<file path="src/rtl/mem_access_stage.sv">
// Memory-access stage of the RV64 pipeline: turns M-stage load/store control into a
// single-outstanding req/ack transaction and presents aligned/extended results to W.
module mem_access_stage #(
  parameter int unsigned TIMEOUT_CYCLES = 255
) (
  input  logic        clk_i,
  input  logic        rst_n_i,
  input  logic [63:0] M_pc_i,
  input  logic [63:0] M_alu_result_i,
  input  logic [63:0] M_store_data_i,
  input  logic        M_mem_ren_i,
  input  logic        M_mem_wen_i,
  input  logic [2:0]  M_funct3_i,
  input  logic        M_reg_wen_i,
  input  logic        M_reg_mux_i,
  input  logic [4:0]  M_reg_waddr_i,
  input  logic        ctrl_stall_i,
  output logic [63:0] W_pc_o,
  output logic [63:0] W_alu_result_o,
  output logic [63:0] W_mem_rdata_o,
  output logic        W_reg_wen_o,
  output logic        W_reg_mux_o,
  output logic [4:0]  W_reg_waddr_o,
  output logic        mem_stall_o,
  output logic        misalign_o,
  output logic        bus_err_o,
  output logic        dmem_req_o,
  output logic        dmem_we_o,
  output logic [63:0] dmem_addr_o,
  output logic [63:0] dmem_wdata_o,
  output logic [7:0]  dmem_wstrb_o,
  input  logic [63:0] dmem_rdata_i,
  input  logic        dmem_ack_i
);

  typedef enum logic [1:0] {IDLE, BUSY, DONE} state_t;

  localparam logic [15:0] TIMEOUT_LAST = 16'(TIMEOUT_CYCLES - 1);

  state_t      state_reg, state_next;
  logic [15:0] cnt_reg;
  logic [2:0]  lsb_reg;
  logic [2:0]  funct3_reg;
  logic        load_reg;

  logic        access;
  logic        misalign;
  logic        start;
  logic        timeout;
  logic [2:0]  lsb;
  logic [7:0]  strb_base;

  assign lsb    = M_alu_result_i[2:0];
  assign access = M_mem_ren_i | M_mem_wen_i;

  always_comb begin
    misalign  = 1'b0;
    strb_base = 8'h01;
    case (M_funct3_i[1:0])
      2'd1: begin misalign = lsb[0];      strb_base = 8'h03; end
      2'd2: begin misalign = |lsb[1:0];   strb_base = 8'h0F; end
      2'd3: begin misalign = |lsb;        strb_base = 8'hFF; end
      default: begin misalign = 1'b0;     strb_base = 8'h01; end
    endcase
  end

  assign misalign_o = access & misalign;
  assign start      = access & ~misalign;
  // Ack takes priority over an expiring counter in the same cycle.
  assign timeout    = (state_reg == BUSY) & ~dmem_ack_i & (cnt_reg == TIMEOUT_LAST);

  function automatic logic [63:0] load_extend(input logic [63:0] rdata,
                                              input logic [2:0]  offs,
                                              input logic [2:0]  f3);
    logic [63:0] lane;
    logic [63:0] res;
    lane = rdata >> {offs, 3'b000};
    case (f3)
      3'b000:  res = {{56{lane[7]}},  lane[7:0]};
      3'b001:  res = {{48{lane[15]}}, lane[15:0]};
      3'b010:  res = {{32{lane[31]}}, lane[31:0]};
      3'b100:  res = {56'd0, lane[7:0]};
      3'b101:  res = {48'd0, lane[15:0]};
      3'b110:  res = {32'd0, lane[31:0]};
      default: res = lane;
    endcase
    return res;
  endfunction

  always_ff @(posedge clk_i or negedge rst_n_i) begin
    if (!rst_n_i) begin
      state_reg <= IDLE;
    end else begin
      state_reg <= state_next;
    end
  end

  always_comb begin
    state_next  = state_reg;
    mem_stall_o = 1'b0;
    unique case (state_reg)
      IDLE: begin
        if (start) begin
          mem_stall_o = 1'b1;
          state_next  = BUSY;
        end
      end
      BUSY: begin
        mem_stall_o = 1'b1;
        if (dmem_ack_i || timeout) begin
          state_next = DONE;
        end
      end
      DONE: begin
        if (!ctrl_stall_i) begin
          state_next = IDLE;
        end
      end
      default: state_next = IDLE;
    endcase
  end

  always_ff @(posedge clk_i or negedge rst_n_i) begin
    if (!rst_n_i) begin
      dmem_req_o    <= 1'b0;
      dmem_we_o     <= 1'b0;
      dmem_addr_o   <= 64'd0;
      dmem_wdata_o  <= 64'd0;
      dmem_wstrb_o  <= 8'd0;
      W_mem_rdata_o <= 64'd0;
      bus_err_o     <= 1'b0;
      cnt_reg       <= 16'd0;
      lsb_reg       <= 3'd0;
      funct3_reg    <= 3'd0;
      load_reg      <= 1'b0;
    end else begin
      unique case (state_reg)
        IDLE: begin
          if (start) begin
            dmem_req_o   <= 1'b1;
            dmem_we_o    <= M_mem_wen_i;
            dmem_addr_o  <= {M_alu_result_i[63:3], 3'b000};
            dmem_wdata_o <= M_mem_wen_i ? (M_store_data_i << {lsb, 3'b000}) : 64'd0;
            dmem_wstrb_o <= M_mem_wen_i ? 8'(strb_base << lsb) : 8'd0;
            cnt_reg      <= 16'd0;
            lsb_reg      <= lsb;
            funct3_reg   <= M_funct3_i;
            load_reg     <= M_mem_ren_i;
          end
        end
        BUSY: begin
          if (dmem_ack_i) begin
            dmem_req_o <= 1'b0;
            if (load_reg) begin
              W_mem_rdata_o <= load_extend(dmem_rdata_i, lsb_reg, funct3_reg);
            end
          end else if (timeout) begin
            dmem_req_o    <= 1'b0;
            W_mem_rdata_o <= 64'd0;
            bus_err_o     <= 1'b1;
          end else begin
            cnt_reg <= cnt_reg + 16'd1;
          end
        end
        DONE: begin
          if (!ctrl_stall_i) begin
            bus_err_o <= 1'b0;
          end
        end
        default: begin
          dmem_req_o <= 1'b0;
        end
      endcase
    end
  end

  assign W_pc_o         = M_pc_i;
  assign W_alu_result_o = M_alu_result_i;
  assign W_reg_mux_o    = M_reg_mux_i;
  assign W_reg_waddr_o  = M_reg_waddr_i;
  // A faulted or misaligned access must not write the register file.
  assign W_reg_wen_o    = M_reg_wen_i & ~misalign_o & ~bus_err_o;

endmodule
</file>
<file path="config.mk">
export PLATFORM = sky130hd
export DESIGN_NAME = mem_access_stage
export DESIGN_NICKNAME = d
export VERILOG_FILES = /design/src/rtl/mem_access_stage.sv
export SDC_FILE = /design/constraint.sdc
export NUM_CORES = 1
export LEC_CHECK = 0
export BUFFER_PORTS_ARGS = -buffer_cell sky130_fd_sc_hd__buf_4
export CAP_MARGIN = 20
export CORE_AREA = 5 5 237 239
export DETAILED_ROUTE_END_ITERATION = 10
export DIE_AREA = 0 0 242 244
export HOLD_SLACK_MARGIN = 0.06
export PLACE_DENSITY = 0.5
export SLEW_MARGIN = 5
export SYNTH_ARGS = -nofsm -noshare
export SYNTH_HDL_FRONTEND = slang
export SYNTH_SLANG_ARGS = --single-unit
</file>
<file path="constraint.sdc">
create_clock -name clk_i -period 3.1 [get_ports clk_i]
set_clock_uncertainty 0.05 [all_clocks]
set_input_delay 0.62 -clock clk_i [delete_from_list [all_inputs] [get_ports clk_i]]
set_output_delay 0.62 -clock clk_i [all_outputs]
set_load 0.03 [all_outputs]
</file>
# ---- After elaboration in Yosys (flattened, before gate mapping)
# Cells that the tools add are included.
dict set report word_totals {
  register_bits 225
  input_bits 272
}
dict set report classes {
  n_shift 3
  n_mux 26
  eq_ne 19
  reduce_logical 14
  n_bitwise 12
  add_sub_neg 1
}
# cell count
set ops {}
lappend ops {{64-bit case mux with 6 select lines} 1}
lappend ops {{64-bit two-way mux} 4}
lappend ops {{64-bit by 6-bit left shift with 64-bit output} 1}
lappend ops {{64-bit by 6-bit >> shifter with 64-bit output} 1}
lappend ops {{16-bit two-way mux} 3}
lappend ops {{16-bit case mux with 2 select lines} 1}
lappend ops {{8-bit case mux with 3 select lines} 1}
lappend ops {{16-bit by 1-bit adder with 16-bit output (second input constant)} 1}
lappend ops {{16-bit by 8-bit == test with 1-bit output (second input constant)} 1}
lappend ops {{2-bit != test (second input constant)} 5}
lappend ops {{3-bit == test (second input constant)} 3}
lappend ops {{3-bit AND reduction} 3}
lappend ops {{8-bit two-way mux} 1}
lappend ops {{4-bit AND reduction} 2}
lappend ops {{8-bit by 3-bit left shift with 8-bit output} 1}
lappend ops {{1-bit two-way mux} 7}
lappend ops {{1-bit bitwise AND} 6}
lappend ops {{2-bit == test (second input constant)} 3}
lappend ops {{2-bit two-way mux} 3}
lappend ops {{1-bit case mux with 3 select lines} 2}
lappend ops {{2-bit case mux with 3 select lines} 1}
lappend ops {{2-bit nonzero test} 3}
lappend ops {{1-bit NOT} 5}
lappend ops {{2-bit by 1-bit == test with 1-bit output (second input constant)} 2}
lappend ops {{other kinds (12)} 14}

# ---- Longest topological paths before layout
# Gate-level depths: netlist of run 1.
dict set report logic_depth {
  word_depth 6
  mapped_depth 9
  ltp_nobuf 7
}

# ---- Least setup slack after synthesis of run 1
# No wires, ideal clock.
dict set report synth_path {
  path_type {input to output}
  start {input port M_funct3_i[0]}
  end {output port W_reg_wen_o}
  t_arrival_ps 2162
  path_slack_ps 268
  t_required_ps 2430
  stages 5
  n_path_buf 1
  path_cell_list {buf_2 -> a211oi_1 -> or2_2 -> nor2b_1 -> nor3b_1}
}
dict set report synth_between {
  elab_chain_cells 6
  elab_cells_between_ends 8
  classes_between {3 x eq/ne; 1 x mux; 4 x bitwise}
}
# item line_no
set synth_lines {}
lappend synth_lines {{start: declaration} 13} ;# input logic [2:0] M_funct3_i,
lappend synth_lines {{2-bit == test or 2-bit by 1-bit == test with 1-bit output (tied branches)} 59} ;# case (M_funct3_i[1:0])
lappend synth_lines {{1-bit case mux with 3 select lines (*)} 59}
lappend synth_lines {{1-bit bitwise AND (*)} 67} ;# assign misalign_o = access & misalign;
lappend synth_lines {{net misalign_o} 25} ;# output logic misalign_o,
lappend synth_lines {{1-bit NOT (*)} 182} ;# assign W_reg_wen_o = M_reg_wen_i & ~misalign_o & ~bus_err_o;
lappend synth_lines {{1-bit bitwise AND (*) (2 in series)} 182}
lappend synth_lines {{end: declaration} 21} ;# output logic W_reg_wen_o,
# Mark *: on every way through the listed nets, which the timed path passes. The rest lies on a longest branch.

# ---- Worst setup path after layout of run 1
dict set report layout_path {
  start {register lsb_reg[2]}
  end {register W_mem_rdata_o[49]}
}
dict set report layout_between {
  elab_chain_cells 4
}
# item line_no
set layout_lines {}
lappend layout_lines {{start: declaration} 42} ;# logic [2:0] lsb_reg;
lappend layout_lines {{start signal: assignment} 146} ;# lsb_reg <= lsb;
lappend layout_lines {{64-bit by 6-bit >> shifter with 64-bit output} 77} ;# lane = rdata >> {offs, 3'b000};
lappend layout_lines {{64-bit case mux with 6 select lines} 78} ;# case (f3)
lappend layout_lines {{64-bit two-way mux} 154} ;# if (load_reg) begin
lappend layout_lines {{64-bit two-way mux} 152} ;# if (dmem_ack_i) begin
lappend layout_lines {{end signal: assignment} 155} ;# W_mem_rdata_o <= load_extend(dmem_rdata_i, lsb_reg, funct3_reg);
lappend layout_lines {{end: declaration} 20} ;# output logic [63:0] W_mem_rdata_o,
# No other way between the ends. The select of a mux whose other input is x is not followed.
# A chain may end at the register's enable or synchronous reset.

==> impl_metrics.csv, run 1 <==
group,metric,value,unit
run_status,status,"complete, no violations",
timing,period_share,87.5,%
clocking,cts_buffers,28,
pwr,internal_power,0.00930,W
timing,tns,0,ps
worst_setup_path,cp_top_family,"simple AND/OR/NAND/NOR gates",
synthesis,yosysUniqueCellTypes,64,
global_route,use_met1,21.5,%
route,wl_per_cell,22.4,um
synthesis,netlist.area_leader.share,42.4,%
global_route,use_met2,29.5,%
clocking,cts.htree.levels,1,
timing,layout_min_cycle_time,2710,ps
route,routed-via-count,12000,
worst_setup_path,cp_data_required_time,3490,ps
worst_setup_path,end_kind,"flop",
die,die_h,244,um
clocking,cts_tree,"done",
route,drt-pass1-iter-count,5,
place,hpwl,41.8,mm
die,io_pins,612,
clocking,root_buffer,"clkbuf_16",
clocking,clk_pin_slew,60,ps
global_route,met3_usage,6.09,%
die,dieArea,59000,um^2
synthesis,yosysMostFrequentCell,"nand2_1",
route,drc,0,
pwr,leakagePower,8.36,nW
pwr,switching_share,46.3,%
worst_setup_path,max_stage_delay,650,ps
clocking,clkLatencyLatePin,550,ps
place,numPortBuffers,468,
cells_and_area,n_antenna_cell,0,
global_route,overflow,0,
route,ant_nets,0,
clocking,clockBufferDepth,3,
die,core-area,53600,um^2
timing,drv_slew,0,
pwr,p_sw,0.00800,W
timing,finalHoldViolations,0,
synthesis,synth_warnings,0,
pwr,p_seq_share,28.4,%
clocking,cts_resized,0,
worst_setup_path,worstPathArrival,3100,ps
synthesis,yosys.area.top_type,"dfrtp_1",
timing,max_freq,0.369,GHz
pwr,power.total,0.0173,W
cells_and_area,fin_util,32.7,%
worst_hold_path,hold_path.class,"primary input to flop",
global_route,grt_max_degree,135,
worst_setup_path,crit_path_cell_trace,"nand2b_1, o22ai_1, nor4_2, a311oi_4, buf_4, o31ai_1",
timing,setup_viol,0,
cells_and_area,reg.largest.list,"W_mem_rdata_o (64), dmem_wdata_o (64), dmem_addr_o (61)",
synthesis,async_flop_share,100,%
global_route,gr-usage-all-layers,17.4,%
route,routed_via_density,4.92,
synthesis,avgSynthCellArea,9.41,um^2
route,wl,54.5,mm
global_route,grt_pass1_wl,80.9,mm
synthesis,syn_area,13300,um^2
synthesis,ys.flop_type,"dfrtp_1",
synthesis,syn-instance-count,1411,
timing,worst_pin_slew,1020,ps
pwr,power_frac_comb,52.7,%
synthesis,ys_seq_elements,225,
worst_setup_path,critPathBufInv,1,
worst_setup_path,path_max_fanout,21,
global_route,grt.busiest_layer,"met2",
die,dieWidth,242,um
place,gp_congestion,0.898,
worst_setup_path,slowest_stage,"nor4_2",
route,drt_iter0_drc,798,
synthesis,ys_top_cells_by_count,"nand2_1, dfrtp_1, buf_4, o21ai_0, a21oi_1",
timing,slew_headroom,30.1,%
synthesis,synthTopCellsByArea,"dfrtp_1, nand2_1, buf_4",
pwr,power_density,986,nW/um^2
worst_setup_path,critPathKind,"flop to flop",
cells_and_area,layout.nets,1991,
synthesis,synth-edff-count,0,
worst_setup_path,start_kind,"flop",
global_route,antenna_found_initial,0,
timing,rsz0062_at_grt,"no",
die,start_util,24.8,%
job,cap_violations,0,
pwr,clock_power_share,19.0,%
clocking,clkSinkCount,225,
cells_and_area,layout-drive-gt1-share,38.3,%
die,rows,85,
cells_and_area,syn2layout_area_growth,32.1,%
synthesis,yosysSeqAreaShare,42.4,%
global_route,first_global_vias,12100,
pwr,ir_drop,0.621,mV
[metrics by stage]
stage | cell area (um^2) | setup slack [ps] | hold slack [ps] | instances
2_1_floorplan | 13300 | 268 | 274 | 1413
3_3_place_gp | 16600 | 356 | 410 | 2382
3_5_place_dp | 16600 | 290 | 413 | 2382
4_1_cts | 17600 | 426 | 181 | 2434
5_1_grt | 17600 | 263 | 185 | 2434
6_report | 17600 | 387 | 221 | 2434
[cell type report]
cell class | instances | area (um^2)
Timing Repair Buffer | 512 | 3920
Inverter | 9 | 33.8
Clock buffer | 38 | 790
Clock inverter | 13 | 125
Multi-Input combinational cell | 941 | 6180
Sequential cell | 225 | 5630
Fill cell | 5615 | 36100
Tap cell | 696 | 871
[logic make-up after synthesis]
family / share of synthesized area [%]
AOI/OAI and AO/OA: 16.4
xor gates and xnor gates: 0.198
adders and majority gates: 0.188
buffers and inverters: 11.3
DFF: 42.4
muxes: 14.7
other: 0.0282
and+or+nand+nor: 14.8
[cells in the final DEF, fill, tap and decap left out, drive strengths merged, types with 8 or more instances in the layout]
| cell | n |
|---|---|
| buf | 511 |
| nand2 | 332 |
| dfrtp | 225 |
| o21ai | 99 |
| a21oi | 73 |
| mux2i | 62 |
| mux2 | 42 |
| mux4 | 38 |
| clkbuf | 38 |
| nor2 | 37 |
| o31ai | 30 |
| a22oi | 29 |
| a211oi | 26 |
| a22o | 26 |
| o22ai | 17 |
| nor2b | 14 |
| nor3 | 11 |
| inv | 11 |
| o211ai | 10 |
| nand2b | 9 |
| or2 | 8 |
| o21a | 8 |
| clkinv | 8 |
[worst paths after layout]
path                                    startpoint           endpoint  slack, ps  cells past startpoint
worst min-delay path            M_alu_result_i[25]    dmem_addr_o[25]        220                      3
worst max-delay path                    lsb_reg[2]  W_mem_rdata_o[49]        390                      6
worst max register to register          lsb_reg[2]  W_mem_rdata_o[49]        390                      6
max in group asynchronous                  rst_n_i   dmem_wdata_o[62]       1520                      3
worst min register to register     dmem_addr_o[47]    dmem_addr_o[47]        420                      2
min in group asynchronous                  rst_n_i  W_mem_rdata_o[34]        620                      2
[routing by layer]
layer,up-vias,part of all wire [%]
met3,55,9.3
met2,534,49
met5,-,0
li1,5457,-
met4,0,2.0
met1,5940,40
[tightest hold or removal path, cell delays in order]
cell and delay, ps:
buf_4 80, nand2_1 40, nand2_1 40
[power by group through the flow]
stage	clock (W)	combinational [W]	sequential, W
after floorplan	0	0.00382	0.00673
after global placement	0	0.00915	0.00494
after detailed placement	0	0.00920	0.00494
after CTS	0.00342	0.00922	0.00493
after global routing	0.00354	0.00972	0.00507
final	0.00328	0.00911	0.00491
[what timing repair did]
item | in CTS | in global routing
setup endpoints to repair | 0 | 0
setup buffers | 0 | 0
hold buffers | 1 | 0
endpoints found under the hold margin | 61 | 0
(Power assumes the default switching activity.)
==> run 2, diff against run 1 <==
- MAX_ROUTING_LAYER: unset -> met4
- clock period: 3.1 -> 2.69 ns (I/O delays scaled with it)
==> impl_metrics.csv, run 2 (synthesis results as in run 1) <==
group,metric,value,unit
timing,max_freq,0.395,GHz
die,core-area,53600,um^2
place,numPortBuffers,468,
worst_setup_path,start_kind,"flop",
cells_and_area,reg.largest.list,"W_mem_rdata_o (64), dmem_wdata_o (64), dmem_addr_o (61)",
worst_setup_path,path_max_fanout,19,
worst_hold_path,hp-start,"M_alu_result_i[16]",
die,dieWidth,242,um
worst_setup_path,crit_path_cell_trace,"buf_4, a2111oi_1, nor4_2, nor2_1, a21oi_1",
timing,finalHoldViolations,0,
worst_setup_path,path_depth,5,
cells_and_area,register_area,5630,um^2
pwr,clock_power_share,19.3,%
pwr,switching_share,45.9,%
worst_setup_path,worstRegToRegCells,5,
clocking,cts_buffers,29,
worst_setup_path,critPathBufInv,1,
pwr,p_seq_share,27.9,%
die,io_pins,612,
pwr,power_density,1140,nW/um^2
route,wl,54.8,mm
clocking,post_cts_buffers,0,
cells_and_area,layout-drive-gt1-share,38.8,%
route,routed-via-count,11900,
run_status,status,"complete, no violations",
timing,worst_pin_slew,830,ps
timing,hold_ws,112,ps
place,gp_congestion,0.918,
global_route,first_global_vias,12500,
die,die_h,244,um
route,drc,0,
clocking,cts_resized,0,
global_route,gr-usage-all-layers,18.1,%
worst_setup_path,cp_data_required_time,3040,ps
job,cap_violations,0,
clocking,root_buffer,"clkbuf_16",
pwr,leakagePower,8.45,nW
pwr,internal_power,0.0109,W
worst_setup_path,regToRegStartpoint,"lsb_reg[1]",
cells_and_area,fillCellCount,5601,
route,ant_nets,0,
worst_setup_path,r2r_slack,160,ps
die,dieArea,59000,um^2
worst_setup_path,cp-endpoint,"W_mem_rdata_o[12]",
worst_setup_path,critPathKind,"flop to flop",
worst_setup_path,setup.worst_path.start,"lsb_reg[1]",
worst_setup_path,rr_endpoint,"W_mem_rdata_o[12]",
global_route,grt_max_degree,135,
route,routed_via_density,4.88,
worst_setup_path,slowest_stage,"a2111oi_1",
clocking,cts.htree.levels,1,
route,drt-pass1-iter-count,7,
cells_and_area,layout.nets,2006,
die,start_util,24.8,%
global_route,antenna_found_initial,2,
clocking,clkLatencyLatePin,570,ps
global_route,overflow,0,
worst_setup_path,cp_top_family,"simple AND/OR/NAND/NOR gates",
timing,tns,0,ps
timing,drv_slew,0,
worst_setup_path,max_stage_delay,620,ps
worst_setup_path,worstPathArrival,2880,ps
pwr,power_frac_comb,52.8,%
cells_and_area,syn2layout_area_growth,33.3,%
pwr,ir_drop,0.585,mV
cells_and_area,layout_commonest_cell,"buf_4",
clocking,clockBufferDepth,3,
worst_hold_path,hold_path.class,"primary input to flop",
clocking,clkSinkCount,225,
timing,rsz0062_at_grt,"no",
pwr,p_sw,0.00928,W
global_route,grt_pass1_wl,81.7,mm
worst_setup_path,end_kind,"flop",
timing,setup_viol,0,
place,hpwl,42.2,mm
die,rows,85,
route,wl_per_cell,22.4,um
route,drt_iter0_drc,799,
timing,layout_min_cycle_time,2530,ps
cells_and_area,multiInputGateArea,6180,um^2
clocking,cts_tree,"done",
clocking,clk_pin_slew,60,ps
timing,slew_headroom,43.1,%
cells_and_area,final_cell_mix,"buf_4, nand2_1, dfrtp_1",
clocking,hold_buffers,1,
timing,period_share,94.0,%
-- run 2: changes by cell type in the layout (fill, tap and decap cells not counted), moves of 2 or more --
| cell | before | now |
|---|---|---|
| diode_2 | 0 | 2 |
| clkbuf_1 | 6 | 4 |
| buf_12 | 5 | 7 |
| buf_4 | 505 | 517 |
-- run 2: worst reg2reg max path: cells and delay by family, from the launching register on --
family | cells | cell delay, ps
AND/OR/NAND/NOR | 2 | 790
AO/OA/AOI/OAI | 2 | 790
flip-flops | 1 | 490
buffers and inverters | 1 | 250
-- run 2: metal layers --
layer | GRT usage (%) | share of wire (%) | wire length (um) | vias to the layer above
li1 | - | - | - | 5481
met1 | 21.1 | 39 | 21500 | 5842
met2 | 29.5 | 48 | 26100 | 536
met3 | 6.34 | 9.2 | 5050 | 79
met4 | 6.19 | 3.9 | 2130 | 0
met5 | - | 0 | 0 | -
-- run 2: through the flow --
step           worst slack [ps]  instances  cell area, um^2  power (W)  util (%)
2_1_floorplan              22.4       1413            13300     0.0122         -
6_report                    161       2447            17700     0.0202      33.0
5_1_grt                    41.2       2447            17700     0.0214      33.0
3_5_place_dp                143       2396            16800     0.0165      31.3
3_3_place_gp                179       2396            16800     0.0164      31.3
4_1_cts                     186       2445            17700     0.0205      33.0
-- run 2: final cells by class --
| class | instances | share of cell area, % |
|---|---|---|
| flip-flops and latches | 225 | 31.8 |
| multi-input cells | 941 | 34.9 |
| well taps | 696 | 4.92 |
| clock buffers | 36 | 4.42 |
| diodes | 2 | 0.0283 |
| inverters | 9 | 0.191 |
| repair buffers | 526 | 22.9 |
| clock inverters | 12 | 0.869 |
-- run 2: worst min-delay path by stage --
stage | to | slack [ps] | cells after the start
after floorplan | W_mem_rdata_o[0] | 190 | 0
after global placement | dmem_addr_o[16] | 410 | 2
after detailed placement | dmem_addr_o[43] | 410 | 2
after CTS | dmem_addr_o[16] | 70 | 3
after global routing | dmem_addr_o[43] | 90 | 3
final | dmem_addr_o[16] | 110 | 3
-- run 2: power by group through the flow --
stage	sequential (W)	clock (W)	combinational, W
after CTS	0.00566	0.00405	0.0108
after detailed placement	0.00568	0	0.0108
after global routing	0.00580	0.00416	0.0114
final	0.00563	0.00390	0.0107
after floorplan	0.00776	0	0.00441
after global placement	0.00567	0	0.0107
==> run 3, diff against run 2 <==
- PLACE_DENSITY: 0.5 -> unset
- PLACE_DENSITY_LB_ADDON: unset -> 0.12
==> impl_metrics.csv, run 3 (synthesis results as in run 1) <==
group,metric,value,unit
run_status,status,"complete, no violations",
place,hpwl,42.5,mm
global_route,grt_max_degree,74,
timing,slew_headroom,50.2,%
worst_setup_path,worstPathArrival,2780,ps
clocking,clkSinkCount,225,
pwr,ir_drop,0.554,mV
clocking,clk_pin_slew,60,ps
clocking,cts_resized,0,
route,drt-pass1-iter-count,5,
clocking,hold_buffers,1,
cells_and_area,layout-drive-gt1-share,39.0,%
timing,layout_min_cycle_time,2420,ps
route,ant_nets,0,
job,cap_violations,0,
pwr,power_density,1160,nW/um^2
cells_and_area,syn2layout_area_growth,35.3,%
route,routed-via-count,11800,
worst_setup_path,cp_top_family,"simple AND/OR/NAND/NOR gates",
cells_and_area,final_cells,2454,
cells_and_area,final_cell_mix,"buf_4, nand2_1, dfrtp_1",
worst_setup_path,max_stage_delay,540,ps
route,wl_per_cell,22.8,um
timing,period_share,89.8,%
route,routed_via_density,4.81,
worst_setup_path,cp_data_required_time,3050,ps
die,rows,85,
place,placed_area,16800,um^2
timing,max_freq,0.414,GHz
worst_hold_path,hp-start,"M_alu_result_i[4]",
timing,setup_viol,0,
clocking,cts_tree,"done",
route,drt_iter0_drc,742,
die,core-area,53600,um^2
global_route,first_global_vias,12600,
route,drc,0,
clocking,cts_buffers,30,
worst_setup_path,rr_endpoint,"W_mem_rdata_o[13]",
timing,worst_pin_slew,746,ps
global_route,antenna_found_initial,1,
worst_setup_path,end_kind,"flop",
worst_setup_path,r2r_slack,270,ps
die,die_h,244,um
timing,rsz0062_at_grt,"no",
place,gp_congestion,0.872,
worst_setup_path,slowest_stage,"nor2_1",
worst_hold_path,hold_path.class,"primary input to flop",
die,start_util,24.8,%
worst_setup_path,path_max_fanout,17,
global_route,grt_pass1_wl,83.1,mm
cells_and_area,fin_area,18000,um^2
die,dieWidth,242,um
clocking,cts.htree.levels,1,
pwr,leakagePower,8.56,nW
global_route,overflow,0,
worst_setup_path,critPathBufInv,1,
route,wl,56.0,mm
worst_setup_path,worstRegToRegCells,6,
cells_and_area,reg.largest.list,"W_mem_rdata_o (64), dmem_wdata_o (64), dmem_addr_o (61)",
cells_and_area,layout_commonest_cell,"buf_4",
worst_setup_path,critPathKind,"flop to flop",
worst_hold_path,hold_path_depth,3,
clocking,clockBufferDepth,3,
clocking,root_buffer,"clkbuf_16",
place,dp_cells,2397,
clocking,post_cts_buffers,0,
global_route,gr-usage-all-layers,18.6,%
clocking,clkLatencyLatePin,570,ps
worst_setup_path,start_kind,"flop",
worst_hold_path,worst_hold_path.endpoint,"dmem_addr_o[4]",
worst_setup_path,crit_path_cell_trace,"buf_4, mux2_2, o22ai_1, nor4_2, nor2_1, a21oi_1",
place,numPortBuffers,468,
worst_setup_path,regToRegStartpoint,"lsb_reg[1]",
timing,drv_slew,0,
die,io_pins,612,
timing,finalHoldViolations,0,
cells_and_area,layout.nets,2008,
die,dieArea,59000,um^2
timing,tns,0,ps
-- run 3: worst max path at each step --
| stage | end | startpoint | depth (start not counted) |
|---|---|---|---|
| after floorplan | W_reg_wen_o | M_funct3_i[0] | 5 |
| after global placement | W_mem_rdata_o[61] | dmem_rdata_i[31] | 7 |
| after detailed placement | W_mem_rdata_o[61] | dmem_rdata_i[31] | 7 |
| after CTS | W_mem_rdata_o[13] | lsb_reg[1] | 6 |
| after global routing | W_mem_rdata_o[13] | lsb_reg[1] | 6 |
| final | W_mem_rdata_o[13] | lsb_reg[1] | 6 |
-- run 3: through the flow --
step | power, W | util [%] | hold WS [ps] | setup WS, ps
after floorplan | 0.0122 | - | 192 | 22.4
after global placement | 0.0166 | 31.4 | 406 | 185
after detailed placement | 0.0166 | 31.4 | 405 | 172
after CTS | 0.0213 | 33.5 | 90.7 | 280
after global routing | 0.0221 | 33.5 | 122 | 179
final | 0.0209 | 33.5 | 129 | 273
-- run 3: layer usage --
metal	wire (um)	track usage, %
met5	0	-
met2	27500	30.8
met4	1290	4.41
met3	3960	4.79
met1	23300	22.8
-- run 3: cell type report --
cell class,instances,area [um^2]
Multi-Input combinational cell,941,6180
Antenna cell,1,2.50
Clock buffer,43,901
Tap cell,696,871
Clock inverter,12,221
Sequential cell,225,5630
Timing Repair Buffer,527,4130
Fill cell,5632,35600
Inverter,9,33.8
-- run 3: where the power goes --
group | leakage, nW | internal, W | switching (W) | total (W)
logic | 5.11 | 0.00401 | 0.00682 | 0.0108
clock network | 0.542 | 0.00289 | 0.00162 | 0.00451
registers | 2.91 | 0.00467 | 0.000932 | 0.00560
-- run 3: worst reg2reg max path, cell delays in order (launching register included) --
cell and delay, ps:
dfrtp_2 430, buf_4 290, mux2_2 390, o22ai_1 280
nor4_2 140, nor2_1 540, a21oi_1 150
